===== config.mk =====
export PLATFORM = sky130hd
export DESIGN_NAME = led_ctrl_multi
export DESIGN_NICKNAME = d
export VERILOG_FILES = /design/src/rtl/led_pkg.sv /design/src/rtl/led_tick_gen.sv /design/src/rtl/led_ctrl_multi.sv
export SDC_FILE = /design/constraint.sdc
export NUM_CORES = 1
export LEC_CHECK = 0
export CORE_MARGIN = 2
export CORE_UTILIZATION = 35
export CTS_BUF_LIST = sky130_fd_sc_hd__clkbuf_4
export DETAILED_ROUTE_END_ITERATION = 10
export SETUP_SLACK_MARGIN = 0.05
export SYNTH_ARGS = -nofsm -noshare
export SYNTH_HDL_FRONTEND = slang
export SYNTH_SLANG_ARGS = --single-unit

===== constraint.sdc =====
create_clock -name led_clk -period 3.9 [get_ports led_clk]
set_clock_uncertainty 0.15 [all_clocks]
set_input_delay 0.39 -clock led_clk [delete_from_list [all_inputs] [get_ports led_clk]]
set_output_delay 0.39 -clock led_clk [all_outputs]
set_load 0.01 [all_outputs]

===== src/rtl/led_pkg.sv =====
// Shared encodings for the multi-mode LED controller: output modes and
// register addresses as seen from the MemOrIO LED decode.
package led_pkg;

  typedef enum logic [1:0] {
    LED_MODE_STATIC = 2'd0,
    LED_MODE_BLINK  = 2'd1,
    LED_MODE_ROTATE = 2'd2,
    LED_MODE_PWM    = 2'd3
  } led_mode_e;

  typedef enum logic [1:0] {
    LED_ADDR_DATA   = 2'd0,
    LED_ADDR_MODE   = 2'd1,
    LED_ADDR_BRIGHT = 2'd2,
    LED_ADDR_RELOAD = 2'd3
  } led_addr_e;

endpackage


===== src/rtl/led_tick_gen.sv =====
// Programmable tick prescaler. Counts down from the reload value and emits
// a one-cycle tick when the count is zero, reloading in that same cycle.
// A load strobe restarts the count immediately and swallows any tick due
// in that cycle.
module led_tick_gen #(
  parameter int PRESC_W = 24
) (
  input  logic               clk_i,
  input  logic               rst_i,
  input  logic [PRESC_W-1:0] reload_i,
  input  logic               load_i,
  output logic               tick_o
);

  localparam logic [PRESC_W-1:0] CNT_ONE = PRESC_W'(1);

  logic [PRESC_W-1:0] cnt_q;
  logic [PRESC_W-1:0] cnt_d;

  // Next count and tick: load beats expiry, expiry reloads, else count down.
  always_comb begin
    tick_o = 1'b0;
    cnt_d  = cnt_q;
    if (load_i) begin
      cnt_d = reload_i;
    end else if (cnt_q == '0) begin
      tick_o = 1'b1;
      cnt_d  = reload_i;
    end else begin
      cnt_d = cnt_q - CNT_ONE;
    end
  end

  // Prescaler count register.
  always_ff @(posedge clk_i or posedge rst_i) begin
    if (rst_i) begin
      cnt_q <= '0;
    end else begin
      cnt_q <= cnt_d;
    end
  end

endmodule


===== src/rtl/led_ctrl_multi.sv =====
// Multi-mode board LED driver: a four-register file (DATA, MODE, BRIGHT,
// RELOAD) written from MemOrIO, driving WIDTH registered LED outputs in
// static, blink, rotate (marquee) or PWM-dimmed mode. Blink and rotate
// advance on ticks from a shared prescaler; PWM runs every cycle.
module led_ctrl_multi
  import led_pkg::*;
#(
  parameter int WIDTH    = 16,
  parameter int PWM_BITS = 4,
  parameter int PRESC_W  = 24
) (
  input  logic             led_clk,
  input  logic             ledrst,
  input  logic             ledwrite,
  input  logic [1:0]       ledaddr,
  input  logic [31:0]      ledwdata,
  output logic [31:0]      ledrdata,
  output logic [WIDTH-1:0] led_out
);

  localparam logic [PWM_BITS-1:0] PWM_ONE = PWM_BITS'(1);

  // Marquee step: shift left by one, MSB wraps around into the LSB.
  function automatic logic [WIDTH-1:0] rotl1(input logic [WIDTH-1:0] v);
    return (v << 1) | (v >> (WIDTH - 1));
  endfunction

  logic [WIDTH-1:0]    data_q,    data_d;
  led_mode_e           mode_q,    mode_d;
  logic [PWM_BITS-1:0] bright_q,  bright_d;
  logic [PRESC_W-1:0]  reload_q,  reload_d;
  logic                phase_q,   phase_d;
  logic [WIDTH-1:0]    pattern_q, pattern_d;
  logic [PWM_BITS-1:0] pwm_q,     pwm_d;
  logic [WIDTH-1:0]    led_q,     led_d;

  logic wr_data;
  logic wr_mode;
  logic wr_bright;
  logic wr_reload;
  logic tick;
  logic presc_load;
  logic unused_wdata;

  assign wr_data   = ledwrite && (ledaddr == LED_ADDR_DATA);
  assign wr_mode   = ledwrite && (ledaddr == LED_ADDR_MODE);
  assign wr_bright = ledwrite && (ledaddr == LED_ADDR_BRIGHT);
  assign wr_reload = ledwrite && (ledaddr == LED_ADDR_RELOAD);

  // Changing the period or the mode restarts the prescaler so the new
  // setting takes effect from a clean count.
  assign presc_load = wr_mode || wr_reload;

  // Upper write-data bits beyond each register's width are don't-care.
  assign unused_wdata = ^ledwdata;

  led_tick_gen #(
    .PRESC_W (PRESC_W)
  ) u_tick (
    .clk_i    (led_clk),
    .rst_i    (ledrst),
    .reload_i (reload_d),
    .load_i   (presc_load),
    .tick_o   (tick)
  );

  // Register file updates plus blink/rotate/PWM state advance; register
  // writes are applied after the tick so a write always wins.
  always_comb begin
    data_d    = data_q;
    mode_d    = mode_q;
    bright_d  = bright_q;
    reload_d  = reload_q;
    phase_d   = phase_q;
    pattern_d = pattern_q;
    pwm_d     = pwm_q + PWM_ONE;

    if (tick) begin
      if (mode_q == LED_MODE_BLINK) begin
        phase_d = ~phase_q;
      end
      if (mode_q == LED_MODE_ROTATE) begin
        pattern_d = rotl1(pattern_q);
      end
    end

    if (wr_data) begin
      data_d    = ledwdata[WIDTH-1:0];
      pattern_d = ledwdata[WIDTH-1:0];
    end
    if (wr_mode) begin
      mode_d    = led_mode_e'(ledwdata[1:0]);
      phase_d   = 1'b1;
      pattern_d = data_q;
    end
    if (wr_bright) begin
      bright_d = ledwdata[PWM_BITS-1:0];
    end
    if (wr_reload) begin
      reload_d = ledwdata[PRESC_W-1:0];
    end
  end

  // LED drive is computed from registered state, giving one edge of
  // latency after the register write edge.
  always_comb begin
    led_d = '0;
    case (mode_q)
      LED_MODE_STATIC: led_d = data_q;
      LED_MODE_BLINK:  led_d = phase_q ? data_q : '0;
      LED_MODE_ROTATE: led_d = pattern_q;
      LED_MODE_PWM:    led_d = (pwm_q < bright_q) ? data_q : '0;
      default:         led_d = '0;
    endcase
  end

  // State registers; reset returns everything to a dark, static setup.
  always_ff @(posedge led_clk or posedge ledrst) begin
    if (ledrst) begin
      data_q    <= '0;
      mode_q    <= LED_MODE_STATIC;
      bright_q  <= '0;
      reload_q  <= '0;
      phase_q   <= 1'b1;
      pattern_q <= '0;
      pwm_q     <= '0;
      led_q     <= '0;
    end else begin
      data_q    <= data_d;
      mode_q    <= mode_d;
      bright_q  <= bright_d;
      reload_q  <= reload_d;
      phase_q   <= phase_d;
      pattern_q <= pattern_d;
      pwm_q     <= pwm_d;
      led_q     <= led_d;
    end
  end

  // Zero-extended readback of the addressed register.
  always_comb begin
    ledrdata = '0;
    case (ledaddr)
      LED_ADDR_DATA:   ledrdata[WIDTH-1:0]    = data_q;
      LED_ADDR_MODE:   ledrdata[1:0]          = mode_q;
      LED_ADDR_BRIGHT: ledrdata[PWM_BITS-1:0] = bright_q;
      LED_ADDR_RELOAD: ledrdata[PRESC_W-1:0]  = reload_q;
      default:         ledrdata               = '0;
    endcase
  end

  assign led_out = led_q;

endmodule


# After elaboration in Yosys (flattened, before gate mapping)
# Index checks and enable logic that the tools add are counted.
# word_totals
reg_bits	107
latchBits	0
ram_bits	0
rom_bits	0
in_bits	37
n_memories	0
# op_classes
add_sub_neg	2
multipliers	0
div_mod_pow	0
order_cmp	1
n_eq_ne	6
shift	0
muxes	19
n_bitwise	2
n_reduce_logical	14
# ops
op	count
$mux 16	6
$mux 24	3
$pmux 16 s4	1
$logic_not 24->1	1
$pmux 12 s2	1
$sub 24x1->24 const B	1
$or 16x1->16	1
$eq 2x2->1 const B	4
$mux 8	1
$pmux 2 s4	1
$pmux 2 s3	1
$reduce_bool 3->1	2
$mux 1	5
$add 4x1->4 const B	1
$eq 2x1->1 const B	2
$logic_and 1x1->1	4
$logic_not 2->1	2
$lt 4x4->1	1
$reduce_and 2->1	2
$reduce_bool 2->1	2
$logic_or 1x1->1	1
$not 1->1	1

# Depth between registers and ports, before layout
# Gate-level depths: netlist (run 1).
# depth
depth_word	7
ltp_mapped	8
ltp_nobuf	6

# Modules after synthesis
# From an unflattened synthesis (run 1), not the netlist that was laid out.
# hier_totals
hier_cells	536
hier_area_um2	5434.0
# modules_own_cells
module	n_inst	cells_per_inst	area_per_inst_um2	seq_area_each_um2
led_ctrl_multi	1	392	4037.6	2078.2
led_tick_gen	1	144	1396.3	600.6

# Worst setup path after synthesis (run 1)
# No wires, ideal clock.
# synth_path
path_type	reg-to-reg
startpoint	reg u_tick.cnt_q[10]
endpoint	reg pattern_q[0]
arrival_time_ns	2.435
required_time_ns	3.625
slack_ns	1.190
stages_incl_launch_ff	8
path_buffers	2
period_less_slack_ns	2.710
cell_sequence	dfrtp_1 -> or4_4 -> or4_1 -> buf_2 -> nor4_4 -> a31oi_4 -> buf_6 -> mux2_4
# synth_via
elab_chain_cells	5
# synth_lines
item	line	text
start: declaration	led_tick_gen.sv:17	logic [PRESC_W-1:0] cnt_q;
start signal: assignment	led_tick_gen.sv:39	cnt_q <= cnt_d;
$logic_not 24->1	led_tick_gen.sv:26	end else if (cnt_q == '0) begin
$mux 1	led_tick_gen.sv:26	
$mux 1	led_tick_gen.sv:24	if (load_i) begin
$reduce_bool 3->1 (no line)	--	
$reduce_and 2->1 (no line)	--	
end signal: assignment	led_ctrl_multi.sv:134	pattern_q <= pattern_d;
end: declaration	led_ctrl_multi.sv:33	logic [WIDTH-1:0] pattern_q, pattern_d;
# Every way passes these cells.
# A chain may end at the register's enable or synchronous reset.

# Worst setup path in the final report (run 1)
# layout_path
startpoint	in ledaddr[1]
endpoint	out ledrdata[0]
# layout_via
elab_chain_cells	2
word_cells_on_any_way	5
# layout_lines
item	line	text
start: declaration	led_ctrl_multi.sv:15	input logic [1:0] ledaddr,
$eq 2x2->1 (tied with other cells)	led_ctrl_multi.sv:143	case (ledaddr)
$pmux 2 s4 (*)	led_ctrl_multi.sv:143	
end: declaration	led_ctrl_multi.sv:17	output logic [31:0] ledrdata,
# Every way passes the cells marked *; elsewhere a longest branch is shown, timed or not.

==> out/summary.txt, run 1 <==
wire length per cell: 17.5 um
Die Y: 127 um
commonest cells in the netlist: dfrtp_1, mux2_2, nor2_1
XOR/XNOR share of the synthesized area: 3.32%
sequential fraction of the synthesis area: 50.8%
Synth Instances: 448
Cell Rows: 44
Clock Power Share: 18.1%
number of placed I/O pins: 85
pwr dens: 509 nW/um^2
CP cell instances: clkdlybuf4s50_1 > inv_1 > ha_1 > a222oi_1 > mux2i_1 > clkdlybuf4s50_1
first-pass GRT wire length: 20.3 mm
number of buffers created by CTS: 9
vias in the first global route: 3846
CTS tree: built
Tmin final: 3.16 ns
footprint of the multi-input gates: 2400 um^2
Seq pwr share: 51.3%
Pins Over Slew Limit: 0
Final Hold Fails: 0
setup TNS: 0 ns
Area growth syn-to-layout: 19.8%
Post-synth ARST share: 100%
initial core utilization: 36.0%
cell mode on critical path: clkdlybuf4s50_1
Switching Share: 31.3%
Critical Path Max Stage Delay: 0.64 ns
critical path's top delay family: buffers and inverters
Worst Setup Start Kind: primary input
Core Box Area: 14600 um^2
largest net degree at the start of global routing: 65
most frequent cell after synthesis: dfrtp_1
gpl congestion: 0.848
Clk pin slew, worst setup/hold paths: 0.16 ns
status: finished, final reports clean
internal power: 2.21 mW
Total Wirelength: 12.3 mm
DRT antenna net count: 0
CP Class: primary input to primary output
Max-cap violations: 0
post-CTS sizing: 0
Post-DP HPWL: 8.61 mm
Post-synth EDFFs: 0
Synth Area in Adders: 2.85%
Main synth FF type: dfrtp_1
insertion delay to the later sink of the worst-skew pair: 0.48 ns
fin util: 43.2%
met1 Use GR: 21.6%
Seq. cell area: 2680 um^2
Max H-tree Level: 3
Min Hold Slack: 0.249 ns
largest family of logic cells by synthesized area: multiplexers
Nets: 562
leakage: 2.65 nW
initial antenna violation count: 0
clk sinks: 107
ant diodes: 0
Comb pwr share: 30.6%
Iter 0 DRT Violations: 281
RSZ-0062 raised after global routing: no
Post-Synth Simple-Gate Area: 8.94%
Arrival @ worst endpoint: 2.62 ns
worst hold-check path type: primary input to async pin
Top Usage Layer GRT: met2
drt drc: 0
die width: 127 um
Overall Global Routing Usage: 15.8%
vias: 3745
complex-gate fraction of the synthesized area: 14.9%
top post-synthesis cells by area: dfrtp_1, mux2_2, a22o_1
Worst Path Required: 3.36 ns
count of final setup violators: 0
clock root cell: clkbuf_4
peak supply drop: 0.000149 V
port bufs: 68
NetSw: 1.01 mW
CP Max Fanout: 17
synthesis-stage register bit count: 107
routed vias/inst: 5.33
syn avg cell area: 11.8 um^2
Yosys cell types: 47
Mapped Area: 5280 um^2
layout cells sized above 1: 19.5%
deepest clock path buffer count: 2
Die ar.: 16100 um^2
M3 GR Usage: 2.19%
crit end category: primary output
drt first pass iters: 7
share of the synthesized area in the top cell type: 50.3%
Period Utilization, post-route: 80.9%
Synth area leader: dfrtp_1
Least-Margin Pin Slew: 1.14 ns
CTS Hold Buffers Added: 0
fmax: 0.317 GHz
Ys Warns: 0
gr ovfl total: 0
Buf/Inv on CP: 3
Slowest cell on crit path: ha_1
Max-slew headroom: 23.5%
Fillers: 1389
routing usage on met2: 25.1%
post-CTS setup buffers: 0
mux cell area share after synthesis: 14.9%
[worst register-to-register path, stage by stage, from the launching register on]
cell     delay [ns]
dfrtp_1        0.46
or4_4          0.57
or4_1          0.42
buf_4          0.21
nor4_4         0.36
a31oi_4        0.11
buf_4          0.25
mux2_4         0.33
[sequential cells by signal, summed over array words and instances (netlist names)]
signal / cells
pwm_q: 4
mode_q: 2
u_tick.cnt_q: 24
phase_q: 1
bright_q: 4
pattern_q: 16
reload_q: 24
led_out: 16
data_q: 16
[per-stage QoR]
step / area [um^2] / instances / total power [mW] / setup WS (ns)
after detailed placement: 6180 / 686 / 2.65 / 0.632
after global routing: 6320 / 702 / 3.40 / 0.657
after global placement: 6180 / 686 / 2.62 / 0.690
after floorplan: 5300 / 455 / 2.26 / 0.544
final: 6320 / 702 / 3.22 / 0.744
after CTS: 6320 / 702 / 3.24 / 0.753
[final timing paths]
path,from,endpoint,slack [ns],cells after the start
worst max-delay path,ledaddr[1],ledrdata[0],0.74,6
worst min-delay path,ledrst,u_tick.cnt_q[4],0.25,2
worst max register to register,u_tick.cnt_q[10],pattern_q[2],0.94,7
worst min register to register,pwm_q[0],pwm_q[0],0.33,1
max in group asynchronous,ledrst,data_q[14],2.64,3
min in group led_clk,pwm_q[0],pwm_q[0],0.33,1
[cell usage in the layout (no fill, tap or decap), types with 3 or more instances in the layout]
master | Yosys | routed
clkdlybuf4s50_1 | 0 | 68
nor2_1 | 42 | 42
mux2_4 | 10 | 10
nand2_1 | 12 | 12
mux2i_1 | 3 | 3
nor4_1 | 7 | 7
nor3_1 | 5 | 5
conb_1 | 1 | 8
a21oi_1 | 19 | 19
and2_1 | 8 | 8
a222oi_1 | 4 | 4
o31ai_1 | 3 | 3
inv_1 | 12 | 11
a22oi_1 | 12 | 12
nand3_1 | 3 | 3
buf_4 | 8 | 13
a31oi_1 | 4 | 4
xnor2_1 | 17 | 17
or3_1 | 4 | 4
or4_1 | 3 | 3
dfrtp_1 | 106 | 106
xor2_1 | 3 | 3
a22o_1 | 30 | 30
mux2_2 | 54 | 54
nor2b_1 | 3 | 3
ha_1 | 12 | 12
clkbuf_4 | 0 | 12
a32o_1 | 16 | 16
[power groups by stage]
| stage | registers (mW) | logic, mW | clock network [mW] |
|---|---|---|---|
| global placement | 1.65 | 0.967 | 0 |
| global route | 1.69 | 1.07 | 0.646 |
| CTS | 1.64 | 0.994 | 0.603 |
| floorplan | 1.63 | 0.632 | 0 |
| finish | 1.65 | 0.986 | 0.582 |
| detailed placement | 1.66 | 0.985 | 0 |
[routing by layer]
layer	vias to the layer above	routed length, um
li1	1764	-
met1	1863	5790
met2	101	5790
met3	17	443
met4	0	246
met5	-	0
[cells by family after synthesis]
| logic type | Yosys count |
|---|---|
| XOR/XNOR | 20 |
| flip-flops | 107 |
| buffers and inverters | 48 |
| AO/OA/AOI/OAI | 99 |
| adder cells (fa/ha/maj) | 12 |
| other | 1 |
| AND/OR/NAND/NOR | 94 |
| multiplexers | 67 |
[final cells by class]
| class | count | share of cell area [%] |
|---|---|---|
| Multi-Input combinational cell | 300 | 38.0 |
| Timing Repair Buffer | 83 | 12.9 |
| Clock buffer | 12 | 1.43 |
| Clock inverter | 4 | 0.812 |
| Inverter | 12 | 0.752 |
| Sequential cell | 107 | 42.4 |
| Tap cell | 184 | 3.64 |
No activity file was read; power rests on OpenSTA's default activity.
==> run 2, diff against run 1 <==
- clock period: 3.9 -> 3.3 ns (I/O delays scaled with it)
==> out/summary.txt, run 2 (synthesized netlist as in run 1, its figures left out) <==
Area growth syn-to-layout: 20.6%
Final Non-Filler Cells: 705
post-CTS setup buffers: 0
Core Box Area: 14600 um^2
first-pass GRT wire length: 19.7 mm
fmax: 0.338 GHz
Seq. cell area: 2680 um^2
Pins Over Slew Limit: 0
port bufs: 68
die width: 127 um
vias in the first global route: 3789
Arrival @ worst endpoint: 3.15 ns
RSZ-0062 raised after global routing: no
most frequent cells in the layout: dfrtp_1, clkdlybuf4s50_1, mux2_2
Total Wirelength: 11.9 mm
gpl congestion: 0.846
Period Utilization, post-route: 89.7%
wire length per cell: 16.9 um
Tmin final: 2.96 ns
Largest regs: reload_q x24, u_tick.cnt_q x24
Clk pin slew, worst setup/hold paths: 0.15 ns
pwr dens: 605 nW/um^2
routed vias/inst: 5.21
Max-slew headroom: 21.8%
Nets: 565
clk sinks: 107
gr ovfl total: 0
footprint of the multi-input gates: 2400 um^2
peak supply drop: 0.000211 V
crit end category: register
Slowest cell on crit path: or4_1
Worst Setup Start Kind: register
number of placed I/O pins: 85
vias: 3675
post-CTS sizing: 0
ant diodes: 0
Die Y: 127 um
DRT antenna net count: 0
insertion delay to the later sink of the worst-skew pair: 0.46 ns
setup TNS: 0 ns
clock root cell: clkbuf_4
worst hold-check path type: primary input to async pin
CTS Hold Buffers Added: 0
Iter 0 DRT Violations: 248
count of final setup violators: 0
Max H-tree Level: 3
DP Area: 6200 um^2
Buf/Inv on CP: 1
Max-cap violations: 0
post-route cell area: 6360 um^2
Final Hold Fails: 0
Min Hold Slack: 0.184 ns
drt first pass iters: 4
layout cells sized above 1: 19.6%
Post-Place Cells: 689
CP Max Fanout: 16
status: finished, final reports clean
number of buffers created by CTS: 9
largest net degree at the start of global routing: 108
Overall Global Routing Usage: 15.4%
CP Class: register to register
Fillers: 1373
Least-Margin Pin Slew: 1.16 ns
Worst Path Required: 3.49 ns
Die ar.: 16100 um^2
initial core utilization: 36.0%
flop-to-flop setup slack: 0.34 ns
CTS tree: built
initial antenna violation count: 0
critical path's top delay family: simple AND/OR/NAND/NOR gates
deepest clock path buffer count: 2
Setup WS pre-CTS: 0.138 ns
Setup WS post-layout: 0.341 ns
Critical Path Max Stage Delay: 0.63 ns
leakage: 2.67 nW
drt drc: 0
CP cell instances: or4_4 > or4_1 > nor4_4 > a31oi_4 > buf_12 > mux2_4
Post-DP HPWL: 8.57 mm
most common cell after layout, fill and taps aside: dfrtp_1
Cell Rows: 44
run 2: cell count changes in the layout (fill, tap and decap cells not counted):
cell,previous run,this run
clkinv_1,0,2
clkinv_2,1,0
clkbuf_4,12,11
bufinv_16,1,2
inv_6,0,1
inv_4,1,0
buf_4,13,16
clkinv_4,1,0
run 2: tightest hold or removal path, cell delays in order:
cell             delay [ns]
clkdlybuf4s50_1        0.44
clkinvlp_4             0.09
buf_12                 0.38
run 2: metrics by stage:
stage	power [mW]	util (%)
global route	4.09	43.4
CTS	3.88	43.4
finish	3.85	43.4
global placement	3.10	42.4
floorplan	2.68	-
detailed placement	3.13	42.4
run 2: per-layer routing:
layer  share of wire, %  up-vias  GRT usage [%]
met5                  0        -              0
met4                1.5        0           5.17
met3                3.1       13           2.66
met2                 48       79           25.0
met1                 47     1819           21.0
li1                   -     1764              -
run 2: area by class of cell:
type                       count  share of cell area (%)
sequential                   107                    42.1
multi-input combinational    300                    37.8
timing repair buffer          86                    13.2
tap                          184                    3.62
clock buffer                  11                    1.30
clock inverter                 5                    1.20
inverter                      12                   0.767
run 2: worst paths after layout:
| path | end | cells past startpoint | from |
|---|---|---|---|
| max | pattern_q[1] | 6 | u_tick.cnt_q[10] |
| min in group led_clk | u_tick.cnt_q[0] | 1 | u_tick.cnt_q[0] |
| max reg2reg | pattern_q[1] | 6 | u_tick.cnt_q[10] |
| min reg2reg | u_tick.cnt_q[0] | 1 | u_tick.cnt_q[0] |
| max in group asynchronous | data_q[2] | 3 | ledrst |
| min | u_tick.cnt_q[2] | 3 | ledrst |
run 2: where the power goes:
part	switching (mW)	total, mW	internal [mW]
Combinational	0.473	1.16	0.689
Clock	0.416	0.740	0.323
Sequential	0.275	1.94	1.67
==> RTL edit 1: new RTL, config.mk and constraints of run 1 <==
Change the parameter `PWM_BITS` from 4 to 3.
--- a/src/rtl/led_ctrl_multi.sv
+++ b/src/rtl/led_ctrl_multi.sv
@@ -8,3 +8,3 @@
   parameter int WIDTH    = 16,
-  parameter int PWM_BITS = 4,
+  parameter int PWM_BITS = 3,
   parameter int PRESC_W  = 24
Formal check against the unedited RTL: not equivalent (a bounded check fails within 4 cycles, from zero or initial values and one cycle with ledrst high).
==> RTL edit 1 against run 1 <==
Cell area shrank 2.5%; global-route usage shrank 0.40 points; area after synthesis shrank 1.9%; sequential cell count shrank 2; routed wire length shrank 3.7%; power grew 2.1%; setup slack gained 0.062 ns; critical path type unchanged; largest cell class unchanged.
==> RTL edit 1: results (changes against run 1) <==
[status]
status=completed

[routing]
wl_met3_um=472  ; +6.5%
routed_wl_um=11800  ; -3.7%
via_per_inst=5.26  ; -1.5%
drtIter0Drc=314  ; +12%
wl_met1_um=5520  ; -4.6%

[synth]
yosysSeqAreaShare_pct=50.8  ; about the same
synth_common_cells=dfrtp_1 (104), mux2_2 (49), mux2_1 (34)
ys_types=45  ; -4.3%
synth-compound-area-share_pct=12.6  ; -2.3 points
synthAdderAreaFrac_pct=2.66  ; -0.19 points
synthCells=435  ; -2.9%

[final_layout]
signal_buffers=78  ; -6.0%
design_area_um2=6160  ; -2.5%
fillers=1325  ; -4.6%
nNetsFinal=546  ; -2.8%
inv_count=13  ; +1
nMultiInputCombCells=291  ; -3.0%

[timing]
max_freq_mhz=323  ; +2.0%
slew-limit-headroom_pct=47.5  ; +24 points

[global_route]
met3_usage_pct=2.65  ; +0.46 points
use_met2_pct=24.5  ; -0.64 points
grt_use_met1_pct=21.1  ; -0.50 points
grt_max_degree=62  ; -4.6%
grt_use_total_pct=15.4  ; -0.40 points

[worst_setup_path]
r2r_cells=4  ; -3
critical_path.max_stage_delay_ns=0.57  ; -0.07 ns
crit_fanout=16  ; -1
crit_arrival_ns=2.55  ; -0.07 ns

[placed_design]
dp_slack_ns=0.717  ; +0.0843 ns
dp.final_hpwl_um=8240  ; -4.3%
gp_congestion=0.791  ; -6.8%

[pwr]
p_leak_nw=2.62  ; -1.4%

[cts]
worstSkewPairLatency_ns=0.46  ; -0.02 ns
cts_sinks=105  ; -1.9%

[RTL edit 1: cell types whose count changed in the layout (fill, tap and decap cells not counted), sizes merged, moves of 4 or more]
cell   delta
o22ai    +30
nor2     -20
mux2     +19
a32o     -16
a22o     -14
xor2     +12
xnor2    -11
buf       -5
a31oi     -4
[RTL edit 1: worst paths after layout]
check	start	end
worst min register to register	pwm_q[0]	pwm_q[0]
max in group asynchronous	ledrst	pattern_q[4]
worst max-delay path	ledaddr[0]	ledrdata[5]
worst max register to register	u_tick.cnt_q[8]	u_tick.cnt_q[8]
min in group led_clk	pwm_q[0]	pwm_q[0]
worst min-delay path	ledrst	reload_q[23]
[RTL edit 1: report_power, final]
part | leakage [nW] | switching [mW] | internal (mW)
clock network | 0.0807 | 0.364 | 0.206
logic | 1.28 | 0.439 | 0.581
registers | 1.26 | 0.281 | 1.41
total | 2.62 | 1.08 | 2.20
==> RTL edit 2: new RTL, settings of run 1 <==
Made on the original files. `data_q` no longer has a reset.
--- a/src/rtl/led_ctrl_multi.sv
+++ b/src/rtl/led_ctrl_multi.sv
@@ -119,3 +119,2 @@
     if (ledrst) begin
-      data_q    <= '0;
       mode_q    <= LED_MODE_STATIC;
@@ -128,3 +127,2 @@
     end else begin
-      data_q    <= data_d;
       mode_q    <= mode_d;
@@ -137,2 +135,6 @@
     end
+  end
+
+  always_ff @(posedge led_clk) begin
+    data_q <= data_d;
   end
Function: changed (a bounded check fails within 4 cycles, from zero or initial values and one cycle with ledrst high).
==> RTL edit 2 against run 1 <==
Cell area is 2.1% lower; critical path depth stayed put; non-clock buffer count is 1 lower; combinational power is 11% lower; die area is 1.6% lower; power is 6.7% lower; area after synthesis is 1.6% lower; register-to-register slack better by 0.39 ns; core utilization is 0.57 points lower; setup slack better by 0.0068 ns; sequential cell count stayed put; routed wire length is 3.8% lower; count of clock-buffer cells in the layout is 2 lower.
==> RTL edit 2: results (changes against run 1) <==
[worst_setup_path]
crit_fanout=18  ; +1
critPathLaunch=ledaddr[0]
crit_end=ledrdata[13]
crit_arrival_ns=2.61  ; about the same
worst_r2r_endpoint=u_tick.cnt_q[10]

[routing]
routed_wl_um=11800  ; -3.8%
drtIter0Drc=204  ; -27%
via_per_inst=5.10  ; -4.4%
wl_per_cell_um=16.8  ; -4.1%

[pwr]
p_clk_share_pct=17.0  ; -1.1 points
comb-power_mw=0.876  ; -11%
ir_drop_uv=169  ; +13%
p_leak_nw=2.58  ; -2.6%

[status]
status=completed

[final_layout]
nNetsFinal=561  ; -0.18%
fillers=1406  ; +1.2%
design_area_um2=6190  ; -2.1%

[placed_design]
dp_slack_ns=0.712  ; +0.0796 ns
dp.final_hpwl_um=8370  ; -2.8%
gp_congestion=0.816  ; -3.8%
place_area_um2=6070  ; -1.8%

[global_route]
grt_pass1_wl_um=19600  ; -3.3%
grt_use_total_pct=15.5  ; -0.34 points
grt_pass1_vias=3764  ; -2.1%

[synth]
yosysSeqAreaShare_pct=53.2  ; +2.4 points
synthXorXnorAreaFrac_pct=3.88  ; +0.56 points
synthArstFlopShare_pct=85.0  ; -15 points
synthAdderAreaFrac_pct=2.89  ; +0.047 points
ys_types=44  ; -6.4%

==> RTL edit 2: cell types whose count changed in the layout (fill, tap and decap cells not counted), sizes merged, moves of 3 or more <==
| cell | change |
|---|---|
| xnor2 | -5 |
| o21ai | -3 |
| o31ai | -3 |
| nor2 | +16 |
| a31oi | -4 |
| a22o | -30 |
| edfxtp | +16 |
| a21oi | +19 |
| mux2i | +15 |
| xor2 | +8 |
| dfrtp | -16 |
| diode | +3 |
| mux2 | -17 |
==> RTL edit 2: layout make-up <==
cell class                      instances  share of cell area [%]
Antenna cell                            3                   0.121
Clock buffer                           10                    1.21
Clock inverter                          6                   0.647
Inverter                               12                   0.748
Multi-Input combinational cell        300                    36.3
Sequential cell                       107                    44.6
Tap cell                              184                    3.72
Timing Repair Buffer                   82                    12.7
==> RTL edit 2: kinds of logic (layout without fill, tap and decap cells) <==
kind of cell | Yosys count | count (layout)
and+or+nand+nor | 113 | 113
DFF | 107 | 107
adders and majority gates | 12 | 12
other | 1 | 11
AOI/OAI and AO/OA | 79 | 79
xor gates and xnor gates | 23 | 23
muxes | 65 | 65
buffers and inverters | 45 | 110
==> RTL edit 2: per-layer routing <==
| metal | vias to the layer above | part of all wire (%) | GRT usage, % |
|---|---|---|---|
| li1 | 1711 | - | - |
| met5 | - | 0 | 0 |
| met2 | 92 | 49 | 25.7 |
| met1 | 1772 | 46 | 20.4 |
| met4 | 0 | 1.5 | 4.85 |
| met3 | 14 | 4.1 | 3.19 |
==> RTL edit 2: worst max-delay path, stage by stage <==
cell,delay (ns)
clkdlybuf4s50_1,0.55
ha_1,0.59
buf_4,0.28
a22oi_1,0.08
nor2_1,0.15
clkdlybuf4s50_1,0.58
